**config.mk**
```make
export PLATFORM = sky130hd
export DESIGN_NAME = vga_timing_generator
export DESIGN_NICKNAME = d
export VERILOG_FILES = /design/src/rtl/vga_timing_pkg.sv /design/src/rtl/vga_sync_delay.sv /design/src/rtl/vga_timing_generator.sv
export SDC_FILE = /design/constraint.sdc
export NUM_CORES = 1
export LEC_CHECK = 0
export CORE_AREA = 3 3 58 86
export DETAILED_ROUTE_END_ITERATION = 7
export DIE_AREA = 0 0 61 89
export HOLD_SLACK_MARGIN = 0.08
export PLACE_DENSITY = 0.89
export SETUP_SLACK_MARGIN = 0.2
export SKIP_CTS_REPAIR_TIMING = 1
export SLEW_MARGIN = 20
export SYNTH_ARGS = -nofsm -noshare
export SYNTH_HDL_FRONTEND = slang
export SYNTH_HIERARCHICAL = 1
export SYNTH_SLANG_ARGS = --single-unit
```
**constraint.sdc**
```tcl
create_clock -name VGA_CLK -period 7.57 [get_ports VGA_CLK]
set_input_delay 0.757 -clock VGA_CLK [delete_from_list [all_inputs] [get_ports VGA_CLK]]
set_output_delay 0.757 -clock VGA_CLK [all_outputs]
set_load 0.05 [all_outputs]
```
**src/rtl/vga_timing_pkg.sv**
```systemverilog
// 800x600@60 timing constants, counter widths and 1:5:5:5 to 10-bit colour expansion.
package vga_timing_pkg;

    localparam int unsigned VGA_H_ACTIVE = 800;
    localparam int unsigned VGA_H_FP     = 40;
    localparam int unsigned VGA_H_SYNC   = 128;
    localparam int unsigned VGA_H_BP     = 88;
    localparam int unsigned VGA_H_TOTAL  = VGA_H_ACTIVE + VGA_H_FP + VGA_H_SYNC + VGA_H_BP;

    localparam int unsigned VGA_V_ACTIVE = 600;
    localparam int unsigned VGA_V_FP     = 1;
    localparam int unsigned VGA_V_SYNC   = 4;
    localparam int unsigned VGA_V_BP     = 23;
    localparam int unsigned VGA_V_TOTAL  = VGA_V_ACTIVE + VGA_V_FP + VGA_V_SYNC + VGA_V_BP;

    localparam int unsigned H_W = 11;
    localparam int unsigned V_W = 10;

    // Replicating the 5-bit field keeps full-scale at full-scale (1F -> 3FF).
    function automatic logic [29:0] expand_rgb(input logic [15:0] px);
        return {px[14:10], px[14:10], px[9:5], px[9:5], px[4:0], px[4:0]};
    endfunction

endpackage

```
**src/rtl/vga_sync_delay.sv**
```systemverilog
// DEPTH x WIDTH shift register aligning timing flags with the pixel fetch latency.
module vga_sync_delay #(
    parameter int unsigned DEPTH = 1,
    parameter int unsigned WIDTH = 3
) (
    input  logic             clk_i,
    input  logic             rst_i,
    input  logic [WIDTH-1:0] d_i,
    output logic [WIDTH-1:0] q_o
);

    logic [WIDTH-1:0] stage_q [DEPTH];

    always_ff @(posedge clk_i) begin
        if (rst_i) begin
            for (int unsigned i = 0; i < DEPTH; i++) stage_q[i] <= '0;
        end else begin
            stage_q[0] <= d_i;
            for (int unsigned i = 1; i < DEPTH; i++) stage_q[i] <= stage_q[i-1];
        end
    end

    assign q_o = stage_q[DEPTH-1];

endmodule

```
**src/rtl/vga_timing_generator.sv**
```systemverilog
// Raster counters, timing decode, pixel fetch request and aligned DAC/sync output register.
module vga_timing_generator
    import vga_timing_pkg::*;
#(
    parameter int unsigned H_ACTIVE      = VGA_H_ACTIVE,
    parameter int unsigned H_FP          = VGA_H_FP,
    parameter int unsigned H_SYNC        = VGA_H_SYNC,
    parameter int unsigned H_BP          = VGA_H_BP,
    parameter int unsigned V_ACTIVE      = VGA_V_ACTIVE,
    parameter int unsigned V_FP          = VGA_V_FP,
    parameter int unsigned V_SYNC        = VGA_V_SYNC,
    parameter int unsigned V_BP          = VGA_V_BP,
    parameter bit          HS_POL        = 1'b1,
    parameter bit          VS_POL        = 1'b1,
    parameter int unsigned PIXEL_LATENCY = 1
) (
    input  logic        VGA_CLK,
    input  logic        reset,
    input  logic        enable,
    input  logic [15:0] pixel_in,
    output logic        read_pixel,
    output logic        frame_start,
    output logic [9:0]  VGA_R,
    output logic [9:0]  VGA_G,
    output logic [9:0]  VGA_B,
    output logic        VGA_HS,
    output logic        VGA_VS,
    output logic        VGA_BLANK_N,
    output logic        VGA_SYNC_N
);

    localparam logic [H_W-1:0] H_ACT   = H_W'(H_ACTIVE);
    localparam logic [H_W-1:0] HS_BEG  = H_W'(H_ACTIVE + H_FP);
    localparam logic [H_W-1:0] HS_END  = H_W'(H_ACTIVE + H_FP + H_SYNC);
    localparam logic [H_W-1:0] H_LAST  = H_W'(H_ACTIVE + H_FP + H_SYNC + H_BP - 1);
    localparam logic [V_W-1:0] V_ACT   = V_W'(V_ACTIVE);
    localparam logic [V_W-1:0] VS_BEG  = V_W'(V_ACTIVE + V_FP);
    localparam logic [V_W-1:0] VS_END  = V_W'(V_ACTIVE + V_FP + V_SYNC);
    localparam logic [V_W-1:0] V_LAST  = V_W'(V_ACTIVE + V_FP + V_SYNC + V_BP - 1);

    logic           halt;
    logic           run_q;
    logic [H_W-1:0] h_q, h_d;
    logic [V_W-1:0] v_q, v_d;
    logic           active_d, hs_d, vs_d, fs_d;
    logic           read_pixel_q, frame_start_q, hs_raw_q, vs_raw_q;
    logic [2:0]     dly;
    logic [29:0]    rgb;

    assign halt = reset || !enable;

    // The first running edge emits (0,0); later edges advance the raster.
    always_comb begin
        h_d = '0;
        v_d = '0;
        if (run_q) begin
            if (h_q == H_LAST) begin
                v_d = (v_q == V_LAST) ? '0 : v_q + 1'b1;
            end else begin
                h_d = h_q + 1'b1;
                v_d = v_q;
            end
        end
        active_d = (h_d < H_ACT) && (v_d < V_ACT);
        hs_d     = (h_d >= HS_BEG) && (h_d < HS_END);
        vs_d     = (v_d >= VS_BEG) && (v_d < VS_END);
        fs_d     = (h_d == '0) && (v_d == V_ACT);
    end

    always_ff @(posedge VGA_CLK) begin
        if (halt) begin
            run_q         <= 1'b0;
            h_q           <= '0;
            v_q           <= '0;
            read_pixel_q  <= 1'b0;
            frame_start_q <= 1'b0;
            hs_raw_q      <= 1'b0;
            vs_raw_q      <= 1'b0;
        end else begin
            run_q         <= 1'b1;
            h_q           <= h_d;
            v_q           <= v_d;
            read_pixel_q  <= active_d;
            frame_start_q <= fs_d;
            hs_raw_q      <= hs_d;
            vs_raw_q      <= vs_d;
        end
    end

    vga_sync_delay #(
        .DEPTH (PIXEL_LATENCY),
        .WIDTH (3)
    ) u_sync_delay (
        .clk_i (VGA_CLK),
        .rst_i (halt),
        .d_i   ({read_pixel_q, hs_raw_q, vs_raw_q}),
        .q_o   (dly)
    );

    assign rgb = expand_rgb(pixel_in);

    always_ff @(posedge VGA_CLK) begin
        if (halt) begin
            VGA_R       <= '0;
            VGA_G       <= '0;
            VGA_B       <= '0;
            VGA_BLANK_N <= 1'b0;
            VGA_HS      <= !HS_POL;
            VGA_VS      <= !VS_POL;
        end else begin
            VGA_R       <= dly[2] ? rgb[29:20] : '0;
            VGA_G       <= dly[2] ? rgb[19:10] : '0;
            VGA_B       <= dly[2] ? rgb[9:0]   : '0;
            VGA_BLANK_N <= dly[2];
            VGA_HS      <= dly[1] ? HS_POL : !HS_POL;
            VGA_VS      <= dly[0] ? VS_POL : !VS_POL;
        end
    end

    assign read_pixel  = read_pixel_q;
    assign frame_start = frame_start_q;
    assign VGA_SYNC_N  = 1'b0;

endmodule

```
==> qor.txt, run 1 <==
Antenna Nets Post-Route -> 0
Die X-Extent -> 61 um
Detailed placement HPWL -> 3.667 mm
IR drop worst, VDD -> 0.09990 mV
Overall track demand over capacity in global routing -> 19.80%
Critical path buffers and inverters -> 0
Vias in the first global route -> 1820
Overall routed net length -> 5.003 mm
Wire length of the first global-routing pass -> 8.135 mm
Number of vias per cell after detailed routing -> 5.867
Hold Crit Depth -> 1
Critical Path Max Stage Delay -> 0.79 ns
Port buffer count -> 52
Buffers from clock root to sink, at most -> 2
Layout cell share with drive strength beyond 1 -> 5.594%
Total standard cell area after synthesis -> 2250 sq um
FF-to-FF path depth -> 6
Register Area -> 940.9 sq um
Syn-to-layout area delta -> 22.47%
Clock-pin slew reported for the worst setup and hold paths after clock tree synthesis -> 0.09 ns
Gate family responsible for the most delay along the worst path -> simple AND/OR/NAND/NOR gates
Endpoints failing hold -> 0
Pre-antenna DRT Iters -> 4
Critical Setup Path Class -> flop to flop
Post-synthesis cell count -> 256
Worst path slowest cell -> a211oi_1
Pin count of the biggest net entering global routing -> 23
Series of cell instances along the critical path -> ha_1 -> nand3_1 -> or3_1 -> a211oi_1 -> a2111oi_0 -> nor3_1
Slew Limit Headroom -> 46.68%
Non-Filler Cell Area, Final -> 2755 sq um
Arrival time of the worst setup path -> 3.34 ns
Placed cell areas -> 2640 sq um
Area of the core -> 4318 sq um
Post-layout net count -> 306
Floorplan row count -> 29
Total number of clock tree sinks -> 47
Unique cell type count in the Yosys netlist -> 55
Number of max-slew violations in the final report -> 0
Footprint of the multi-input gates -> 1091 sq um
Yosys warns -> 6
Sequential element share of the synthesized area -> 41.82%
Die Area -> 5429 sq um
Final Non-Filler Cells -> 332
Filler Cell Count -> 352
Launching element type of the critical path -> flop
Number of gates on the worst path with buffers counted -> 6
#FFs+latches synth -> 47
Die Ht -> 89 um
H-tree depth -> 2
Root buffer cell -> clkbuf_8
Number of max-capacitance violations reported -> 0
Fin crit share -> 41.25%
Syn_area_per_cell -> 8.788 sq um
Finish-stage setup viols -> 0
Highest Clock Rate -> 320.2 MHz
Static power due to leakage -> 0.9737 nW
Count of flip-flops with a built-in enable after synthesis -> 0
Number of antenna violations at the first check in global routing -> 0
Later-pin clock latency in the skew report -> 0.30 ns
Maximum fanout encountered on the critical timing path -> 19
Top-Level Pins -> 55
Worst setup EP type -> flop
Wire per inst -> 15.07 um
CTS tree -> built
Cells after DPL -> 324
RePlAce Congestion -> 0.8955
Initial core utilization -> 52.10%
Unrepaired setup endpoints after global routing -> false
Flip-flop cell with the highest count after synthesis -> dfxtp_1
Final period demand of the worst path -> 3.123 ns
Global-route congestion overflow total -> 0
DRC Markers -> 0
Overall via count from detail_route -> 1948
Data required time of the worst path -> 7.78 ns
Worst clock skew on the final layout -> 0.01203 ns
Final worst hold slack -> 0.4544 ns
Status -> finished, final reports clean
Type of the tightest min-delay check -> flop to flop
Synth Net Count -> 277
Accumulated negative setup slack -> 0 ns
Worst Tran Pin Value -> 0.7950 ns
Pwr per Cell Area -> 166.3 nW/um^2
Fraction of registers with async set/reset -> 0%
Antenna Cells -> 0
Violation count after the first detailed-routing iteration -> 65
CTS buffer count -> 5
registers in the layout, summed over array words and instances (netlist names), 3 cells and up:
register / flops
h_q: 11
v_q: 10
VGA_B: 5
VGA_G: 5
VGA_R: 5
u_sync_delay/stage_q: 3
layout by cell type (no fill, tap or decap), types with 2 or more instances in the layout:
| cell | count |
|---|---|
| a21o_1 | 4 |
| o2bb2ai_1 | 2 |
| nand4_1 | 7 |
| nor3_1 | 4 |
| nor2_1 | 25 |
| a21oi_1 | 10 |
| dfxtp_1 | 47 |
| xor2_1 | 3 |
| xnor2_1 | 8 |
| clkbuf_8 | 5 |
| nand2_1 | 20 |
| nand3_1 | 8 |
| or3_1 | 4 |
| a2111oi_0 | 2 |
| and2_1 | 6 |
| clkdlybuf4s50_1 | 52 |
| and3_1 | 17 |
| nand2b_1 | 3 |
| o31ai_1 | 3 |
| nor4_1 | 2 |
| nor2b_1 | 3 |
| inv_1 | 6 |
| o21ai_0 | 5 |
| or4_1 | 2 |
| a211oi_1 | 3 |
| o21a_1 | 2 |
| and4_1 | 2 |
| ha_1 | 2 |
| nor4_2 | 2 |
Yosys cell counts, drive strengths merged, types with 2 or more instances:
cell type	count	share of area [%]
a2111oi	2	0.78
a211oi	3	1.0
a21o	4	1.3
a21oi	10	2.2
and2	6	1.7
and3	17	4.7
and4	2	0.78
buf	20	6.8
clkbuf	11	1.9
dfxtp	47	42
ha	2	1.1
inv	6	1.0
nand2	20	3.3
nand2b	3	0.83
nand3	8	1.8
nand4	7	1.9
nor2	25	4.2
nor2b	3	0.83
nor3	4	0.89
nor4	5	2.6
o21a	2	0.67
o21ai	6	1.5
o2bb2ai	2	0.78
o31ai	3	1.0
or3	4	1.1
or4	2	0.67
xnor2	8	3.1
xor2	3	1.2
layer usage:
| metal | global-route usage [%] | part of all wire, % | vias up |
|---|---|---|---|
| met5 | 0 | 0 | - |
| met4 | 10.65 | 3.0 | 0 |
| met3 | 4.335 | 4.8 | 18 |
| met2 | 35.15 | 54 | 70 |
| met1 | 21.17 | 38 | 906 |
| li1 | - | - | 954 |
through the flow:
step	setup slack [ns]	total power, mW	utilization (%)
after floorplan	5.066	0.2661	-
after global placement	4.546	0.2771	61.14
after detailed placement	4.463	0.2775	61.14
after CTS	4.445	0.4622	63.81
after global routing	4.235	0.4754	63.81
final	4.447	0.4583	63.81
final cells by class:
class	count	area share [%]
clock inverter	3	1.680
timing repair buffer	53	19.16
tap	46	2.089
clock buffer	5	2.498
sequential	47	34.15
inverter	6	0.8174
multi-input combinational	172	39.60
kinds of logic after synthesis:
family                     after synthesis  share of synthesized area [%]
buffers and inverters                   37                          9.677
and+or+nand+nor                        115                          29.42
adders and majority gates                2                          1.112
AOI/OAI and AO/OA                       43                          13.52
other                                    1                         0.1667
xor gates and xnor gates                11                          4.283
DFF                                     47                          41.82
path summary, 6_finish.rpt:
kind,from,endpoint,slack [ns]
max reg2reg,h_q[0],read_pixel,4.45
min reg2reg,vs_raw_q,u_sync_delay/stage_q[0][0],0.45
max,h_q[0],read_pixel,4.45
min,vs_raw_q,u_sync_delay/stage_q[0][0],0.45
report_power, final:
part           leakage [nW]  switching, mW  internal [mW]
clock network        0.0548         0.0870         0.0995
logic                 0.540         0.0111         0.0109
registers             0.379        0.00141          0.248
total                 0.974         0.0995          0.359
Note: power is estimated with default switching activity, not from simulation.
==> inputs of run 2 (changes only) <==
--- a/config.mk
+++ b/config.mk
@@ -5,11 +5,11 @@
 export SDC_FILE = /design/constraint.sdc
 export NUM_CORES = 1
 export LEC_CHECK = 0
-export CORE_AREA = 3 3 58 86
+export CORE_AREA = 3 3 60 89
 export DETAILED_ROUTE_END_ITERATION = 7
-export DIE_AREA = 0 0 61 89
+export DIE_AREA = 0 0 63 92
 export HOLD_SLACK_MARGIN = 0.08
-export PLACE_DENSITY = 0.89
+export PLACE_DENSITY = 0.84
 export SETUP_SLACK_MARGIN = 0.2
 export SKIP_CTS_REPAIR_TIMING = 1
 export SLEW_MARGIN = 20
==> constraint.sdc (replaced) <==
create_clock -name VGA_CLK -period 3.25 [get_ports VGA_CLK]
set_input_delay 0.325 -clock VGA_CLK [delete_from_list [all_inputs] [get_ports VGA_CLK]]
set_output_delay 0.325 -clock VGA_CLK [all_outputs]
set_load 0.05 [all_outputs]
==> qor.txt, run 2 (synthesis results as in run 1) <==
Status -> finished, final reports clean (unchanged)
Origin of the critical flop-to-flop path -> h_q[5] (was h_q[0])
Register Area -> 940.9 sq um (unchanged)
Initial core utilization -> 48.73% (was 52.10%)
Port buffer count -> 52 (unchanged)
Clock-pin slew reported for the worst setup and hold paths after clock tree synthesis -> 0.09 ns (about the same)
Number of gates on the worst path with buffers counted -> 6 (unchanged)
Accumulated negative setup slack -> 0 ns (unchanged)
Antenna Nets Post-Route -> 0 (unchanged)
Series of cell instances along the critical path -> or4b_4 -> or3_1 -> nor4_4 -> o21ai_2 -> nor4_2 -> nor4b_2 (was ha_1 -> nand3_1 -> or3_1 -> a211oi_1 -> a2111oi_0 -> nor3_1)
Layout cell share with drive strength beyond 1 -> 7.534% (was 5.594%)
IR drop worst, VDD -> 0.2231 mV (was 0.09990 mV)
Die Ht -> 92 um (was 89 um)
Min-delay src -> u_sync_delay/stage_q[0][1] (was vs_raw_q)
Routed wire length on met2 -> 2.879 mm (was 2.703 mm)
Setup WS post-layout -> 0.5662 ns (was 4.447 ns)
Wire per inst -> 14.83 um (was 15.07 um)
CTS tree -> built (unchanged)
Syn-to-layout area delta -> 24.64% (was 22.47%)
Detailed placement HPWL -> 3.939 mm (was 3.667 mm)
Overall routed net length -> 5.278 mm (was 5.003 mm)
CTS buffer count -> 5 (unchanged)
Area of the core -> 4617 sq um (was 4318 sq um)
Arrival time of the worst setup path -> 2.89 ns (was 3.34 ns)
Overall track demand over capacity in global routing -> 19.12% (was 19.80%)
Buffers from clock root to sink, at most -> 2 (unchanged)
Met3 wire len -> 294 um (was 242 um)
Portion of total power attributed to sequential cells -> 58.0% (was 54.5%)
Combinational fraction of design power -> 5.1% (was 4.8%)
Highest Clock Rate -> 372.6 MHz (was 320.2 MHz)
Pin count of the biggest net entering global routing -> 23 (unchanged)
Post-layout net count -> 312 (was 306)
Fin crit share -> 82.58% (was 41.25%)
Clock share of power -> 36.9% (was 40.7%)
Number of vias per cell after detailed routing -> 5.492 (was 5.867)
Worst Tran Pin Value -> 0.7698 ns (was 0.7950 ns)
Worst clock skew on the final layout -> 0.01390 ns (was 0.01203 ns)
Pre-antenna DRT Iters -> 4 (unchanged)
Static power due to leakage -> 1.001 nW (was 0.9737 nW)
Die X-Extent -> 63 um (was 61 um)
Internal portion of total power -> 0.7779 mW (was 0.3587 mW)
Critical path buffers and inverters -> 0 (unchanged)
DRC Markers -> 0 (unchanged)
Later-pin clock latency in the skew report -> 0.30 ns (about the same)
Worst setup EP type -> flop (unchanged)
Hold Crit Depth -> 1 (unchanged)
Die Area -> 5796 sq um (was 5429 sq um)
Root buffer cell -> clkbuf_8 (unchanged)
Launching element type of the critical path -> flop (unchanged)
Violation count after the first detailed-routing iteration -> 71 (was 65)
Pwr per Cell Area -> 357.8 nW/um^2 (was 166.3 nW/um^2)
Antenna Cells -> 0 (unchanged)
Footprint of the multi-input gates -> 1091 sq um (unchanged)
Worst path slowest cell -> or4b_4 (was a211oi_1)
Commonest cells after routing, fill and taps aside -> 52 x clkdlybuf4s50_1, 47 x dfxtp_1, 25 x nor2_1 (unchanged)
Critical Path Max Stage Delay -> 0.59 ns (was 0.79 ns)
Filler Cell Count -> 390 (was 352)
Floorplan row count -> 30 (was 29)
Global-route congestion overflow total -> 0 (unchanged)
Maximum fanout encountered on the critical timing path -> 9 (was 19)
Vias in the first global route -> 1896 (was 1820)
Total number of clock tree sinks -> 47 (unchanged)
Wire length of the first global-routing pass -> 9.018 mm (was 8.135 mm)
Number of max-capacitance violations reported -> 0 (unchanged)
Switching share of power -> 22.47% (was 21.72%)
Power dissipated by switching net loads -> 0.2254 mW (was 0.09953 mW)
Register ranked first by flip-flop count -> h_q (unchanged)
Number of max-slew violations in the final report -> 0 (unchanged)
Slew Limit Headroom -> 47.36% (was 46.68%)
Type of the tightest min-delay check -> flop to flop (unchanged)
FF-to-FF path depth -> 6 (unchanged)
Uppermost signal routing layer after detailed routing -> met4 (unchanged)
Finish-stage setup viols -> 0 (unchanged)
Gate family responsible for the most delay along the worst path -> simple AND/OR/NAND/NOR gates (unchanged)
Crit. Startpoint -> h_q[5] (was h_q[0])
Data required time of the worst path -> 3.46 ns (was 7.78 ns)
Largest regs -> h_q (11), v_q (10) (unchanged)
Overall via count from detail_route -> 1955 (was 1948)
Total routed wire length on the met1 layer -> 1.964 mm (was 1.908 mm)
Number of antenna violations at the first check in global routing -> 0 (unchanged)
Unrepaired setup endpoints after global routing -> false (unchanged)
H-tree depth -> 2 (unchanged)
Largest register FFs -> 11 (unchanged)
Commonest non-fill, non-tap cell in the layout -> clkdlybuf4s50_1 (unchanged)
Final period demand of the worst path -> 2.684 ns (was 3.123 ns)
Minimum setup slack after placement -> 0.6418 ns (was 4.463 ns)
RePlAce Congestion -> 0.8523 (was 0.8955)
Critical Setup Path Class -> flop to flop (unchanged)
Endpoints failing hold -> 0 (unchanged)
Top-Level Pins -> 55 (unchanged)
## run 2: cell count changes in the layout (fill, tap and decap cells not counted), sizes merged
cell      previous run  this run
buf                  1         7
bufinv               1         0
clkbuf               5         6
clkinv               0         1
clkinvlp             1         0
## run 2: cell type report
cell class	instances	area share (%)
multi-input cells	172	38.91
flip-flops and latches	47	33.56
repair buffers	59	20.44
clock buffers	6	2.945
well taps	64	2.856
inverters	6	0.8032
clock inverters	2	0.4909
## run 2: worst paths after layout
path / endpoint / slack (ns)
hold reg to reg: VGA_HS / 0.43
hold / removal: VGA_HS / 0.43
setup reg to reg: vs_raw_q / 0.57
setup / recovery: vs_raw_q / 0.57
## run 2: routing by layer
metal	up-vias	global-route usage (%)
met5	-	0
met4	0	7.366
met3	13	4.167
met2	74	34.89
met1	907	21.16
li1	961	-
## run 2: stage by stage
step / util, % / hold WS, ns / power [mW] / cells / area (sq um)
floorplan: - / 0.4057 / 0.6199 / 256 / 2250
global placement: 58.65 / 0.4101 / 0.6454 / 348 / 2708
detailed placement: 58.65 / 0.4162 / 0.6466 / 348 / 2708
CTS: 60.73 / 0.4380 / 1.012 / 356 / 2804
global route: 60.73 / 0.4637 / 1.043 / 356 / 2804
finish: 60.73 / 0.4339 / 1.003 / 356 / 2804
## run 2: power groups by stage
stage | registers [mW] | clock network, mW | logic (mW)
after floorplan | 0.601 | 0 | 0.0192
after global placement | 0.595 | 0 | 0.0502
after detailed placement | 0.595 | 0 | 0.0512
after CTS | 0.582 | 0.379 | 0.0515
after global routing | 0.583 | 0.406 | 0.0543
final | 0.582 | 0.370 | 0.0514
==> inputs of run 3 (changes only) <==
--- a/config.mk
+++ b/config.mk
@@ -5,11 +5,11 @@
 export SDC_FILE = /design/constraint.sdc
 export NUM_CORES = 1
 export LEC_CHECK = 0
-export CORE_AREA = 3 3 60 89
+export CORE_AREA = 3 3 63 94
 export DETAILED_ROUTE_END_ITERATION = 7
-export DIE_AREA = 0 0 63 92
+export DIE_AREA = 0 0 66 97
 export HOLD_SLACK_MARGIN = 0.08
-export PLACE_DENSITY = 0.84
+export PLACE_DENSITY = 0.8
 export SETUP_SLACK_MARGIN = 0.2
 export SKIP_CTS_REPAIR_TIMING = 1
 export SLEW_MARGIN = 20
==> constraint.sdc (replaced) <==
create_clock -name VGA_CLK -period 2.4 [get_ports VGA_CLK]
set_input_delay 0.24 -clock VGA_CLK [delete_from_list [all_inputs] [get_ports VGA_CLK]]
set_output_delay 0.24 -clock VGA_CLK [all_outputs]
set_load 0.05 [all_outputs]
==> qor.txt, run 3 (synthesis results as in run 1) <==
Status -> finished, final reports clean (unchanged)
Pin count of the biggest net entering global routing -> 18 (was 23)
Minimum setup slack after placement -> -0.005409 ns (was 0.6418 ns)
Final core utilization -> 61.10% (was 60.73%)
Die Area -> 6402 sq um (was 5796 sq um)
Later-pin clock latency in the skew report -> 0.31 ns (was 0.30 ns)
Filler Cell Count -> 423 (was 390)
Overall via count from detail_route -> 2087 (was 1955)
Unrepaired setup endpoints after global routing -> true (was false)
Gate family responsible for the most delay along the worst path -> simple AND/OR/NAND/NOR gates (unchanged)
Hold Crit Depth -> 1 (unchanged)
RePlAce Congestion -> 0.8922 (was 0.8523)
Post-layout net count -> 333 (was 312)
Type of the tightest min-delay check -> flop to flop (unchanged)
Cell type with the highest occurrence count on the critical path -> nor3_1
Setup WS post-layout -> 0.05083 ns (was 0.5662 ns)
Series of cell instances along the critical path -> or4b_4 -> or3_4 -> buf_8 -> nor3_1 -> a211oi_4 -> buf_4 -> nor3b_1 -> nor3_1 (was or4b_4 -> or3_1 -> nor4_4 -> o21ai_2 -> nor4_2 -> nor4b_2)
Commonest non-fill, non-tap cell in the layout -> clkdlybuf4s50_1 (unchanged)
Launching element type of the critical path -> flop (unchanged)
Buffers from clock root to sink, at most -> 2 (unchanged)
Floorplan row count -> 32 (was 30)
Pwr per Cell Area -> 457.8 nW/um^2 (was 357.8 nW/um^2)
Data required time of the worst path -> 2.59 ns (was 3.46 ns)
Layout cell share with drive strength beyond 1 -> 19.49% (was 7.534%)
Worst clock skew on the final layout -> 0.01201 ns (was 0.01390 ns)
Origin of the critical flop-to-flop path -> h_q[8] (was h_q[5])
Critical path buffers and inverters -> 2 (was 0)
Pre-antenna DRT Iters -> 4 (unchanged)
FF-to-FF path depth -> 8 (was 6)
Worst setup EP type -> flop (unchanged)
Die X-Extent -> 66 um (was 63 um)
Hold path endpoint -> VGA_VS (was VGA_HS)
Critical Path Max Stage Delay -> 0.55 ns (was 0.59 ns)
Detailed placement HPWL -> 4.144 mm (was 3.939 mm)
Worst path slowest cell -> or4b_4 (unchanged)
Slew Limit Headroom -> 65.65% (was 47.36%)
Wire length of the first global-routing pass -> 8.983 mm (was 9.018 mm)
Crit. Startpoint -> h_q[8] (was h_q[5])
Register ranked first by flip-flop count -> h_q (unchanged)
Overall routed net length -> 5.837 mm (was 5.278 mm)
Number of max-slew violations in the final report -> 0 (unchanged)
Die Ht -> 97 um (was 92 um)
Number of antenna violations at the first check in global routing -> 0 (unchanged)
Number of vias per cell after detailed routing -> 5.478 (was 5.492)
Largest register FFs -> 11 (unchanged)
Worst Tran Pin Value -> 0.5136 ns (was 0.7698 ns)
Highest Clock Rate -> 425.7 MHz (was 372.6 MHz)
DRC Markers -> 0 (unchanged)
Global-route congestion overflow total -> 0 (unchanged)
Largest regs -> h_q (11), v_q (10) (unchanged)
Accumulated negative setup slack -> 0 ns (unchanged)
Finish-stage setup viols -> 0 (unchanged)
Critical Setup Path Class -> flop to flop (unchanged)
IR drop worst, VDD -> 0.3656 mV (was 0.2231 mV)
Commonest cells after routing, fill and taps aside -> 52 x clkdlybuf4s50_1, 43 x dfxtp_1, 25 x buf_4 (was 52 x clkdlybuf4s50_1, 47 x dfxtp_1, 25 x nor2_1)
Top-Level Pins -> 55 (unchanged)
Syn-to-layout area delta -> 40.27% (was 24.64%)
Number of max-capacitance violations reported -> 0 (unchanged)
Crit Reg-Reg Endpoint -> read_pixel (was vs_raw_q)
Port buffer count -> 52 (unchanged)
Antenna Cells -> 0 (unchanged)
H-tree depth -> 2 (unchanged)
Antenna Nets Post-Route -> 0 (unchanged)
Min-delay src -> u_sync_delay/stage_q[0][0] (was u_sync_delay/stage_q[0][1])
CTS tree -> built (unchanged)
Wire per inst -> 15.32 um (was 14.83 um)
Static power due to leakage -> 1.181 nW (was 1.001 nW)
Fin crit share -> 97.88% (was 82.58%)
Clock-pin slew reported for the worst setup and hold paths after clock tree synthesis -> 0.09 ns (about the same)
Area of the core -> 5165 sq um (was 4617 sq um)
Final period demand of the worst path -> 2.349 ns (was 2.684 ns)
Endpoints failing hold -> 0 (unchanged)
Arrival time of the worst setup path -> 2.54 ns (was 2.89 ns)
Root buffer cell -> clkbuf_8 (unchanged)
Overall track demand over capacity in global routing -> 17.91% (was 19.12%)
CTS buffer count -> 5 (unchanged)
Violation count after the first detailed-routing iteration -> 69 (was 71)
Initial core utilization -> 43.56% (was 48.73%)
Total number of clock tree sinks -> 47 (unchanged)
Vias in the first global route -> 1974 (was 1896)
Flop2flop setup slack -> 0.05 ns (was 0.57 ns)
Maximum fanout encountered on the critical timing path -> 5 (was 9)
-- run 3: changes by cell type in the layout (fill, tap and decap cells not counted), moves of 2 or more --
cell       previous run  this run
nor4_2                2         0
a2111oi_0             2         0
dfxtp_1              47        43
nor3_1                4         2
xnor2_2               0         2
a2111oi_2             0         2
xnor2_1               8         6
nor4_1                2         0
nor4_4                1         5
dfxtp_2               0         3
buf_4                 7        25
-- run 3: layer usage --
layer,global-route usage (%),wire (um),vias to the layer above
li1,-,-,1006
met2,31.45,3170,84
met5,0,0,-
met3,3.368,298,19
met4,10.49,217,0
met1,19.18,2150,978
-- run 3: worst max path at each step --
| stage | slack [ns] | cells after the start | end |
|---|---|---|---|
| 2_1_floorplan | 0.15 | 8 | read_pixel |
| 3_3_place_gp | 0.05 | 7 | read_pixel |
| 3_5_place_dp | -0.005 | 7 | read_pixel |
| 4_1_cts | -0.08 | 7 | read_pixel |
| 5_1_grt | -0.02 | 8 | read_pixel |
| 6_report | 0.05 | 8 | read_pixel |
-- run 3: layout make-up --
type / instances / area (sq um) / area share [%]
clock buffers: 5 / 68.82 / 2.181
inverters: 6 / 22.52 / 0.7137
repair buffers: 80 / 759.5 / 24.07
flip-flops and latches: 47 / 948.4 / 30.06
multi-input cells: 172 / 1225 / 38.82
well taps: 68 / 85.08 / 2.696
clock inverters: 3 / 46.29 / 1.467
-- run 3: per-stage QoR --
stage                     power, mW  hold WS [ns]  instances  instance area (sq um)
final                         1.444        0.4475        381                   3156
after floorplan              0.8394        0.3925        256                   2290
after detailed placement     0.8787        0.4310        368                   2869
after global routing          1.494        0.4686        381                   3156
after CTS                     1.463        0.4579        376                   2984
after global placement       0.8773        0.4143        368                   2869
-- run 3: power breakdown --
part	leakage, nW	switching [mW]	internal [mW]
registers	0.382	0.00447	0.782
clock network	0.0548	0.271	0.314
logic	0.745	0.0355	0.0374
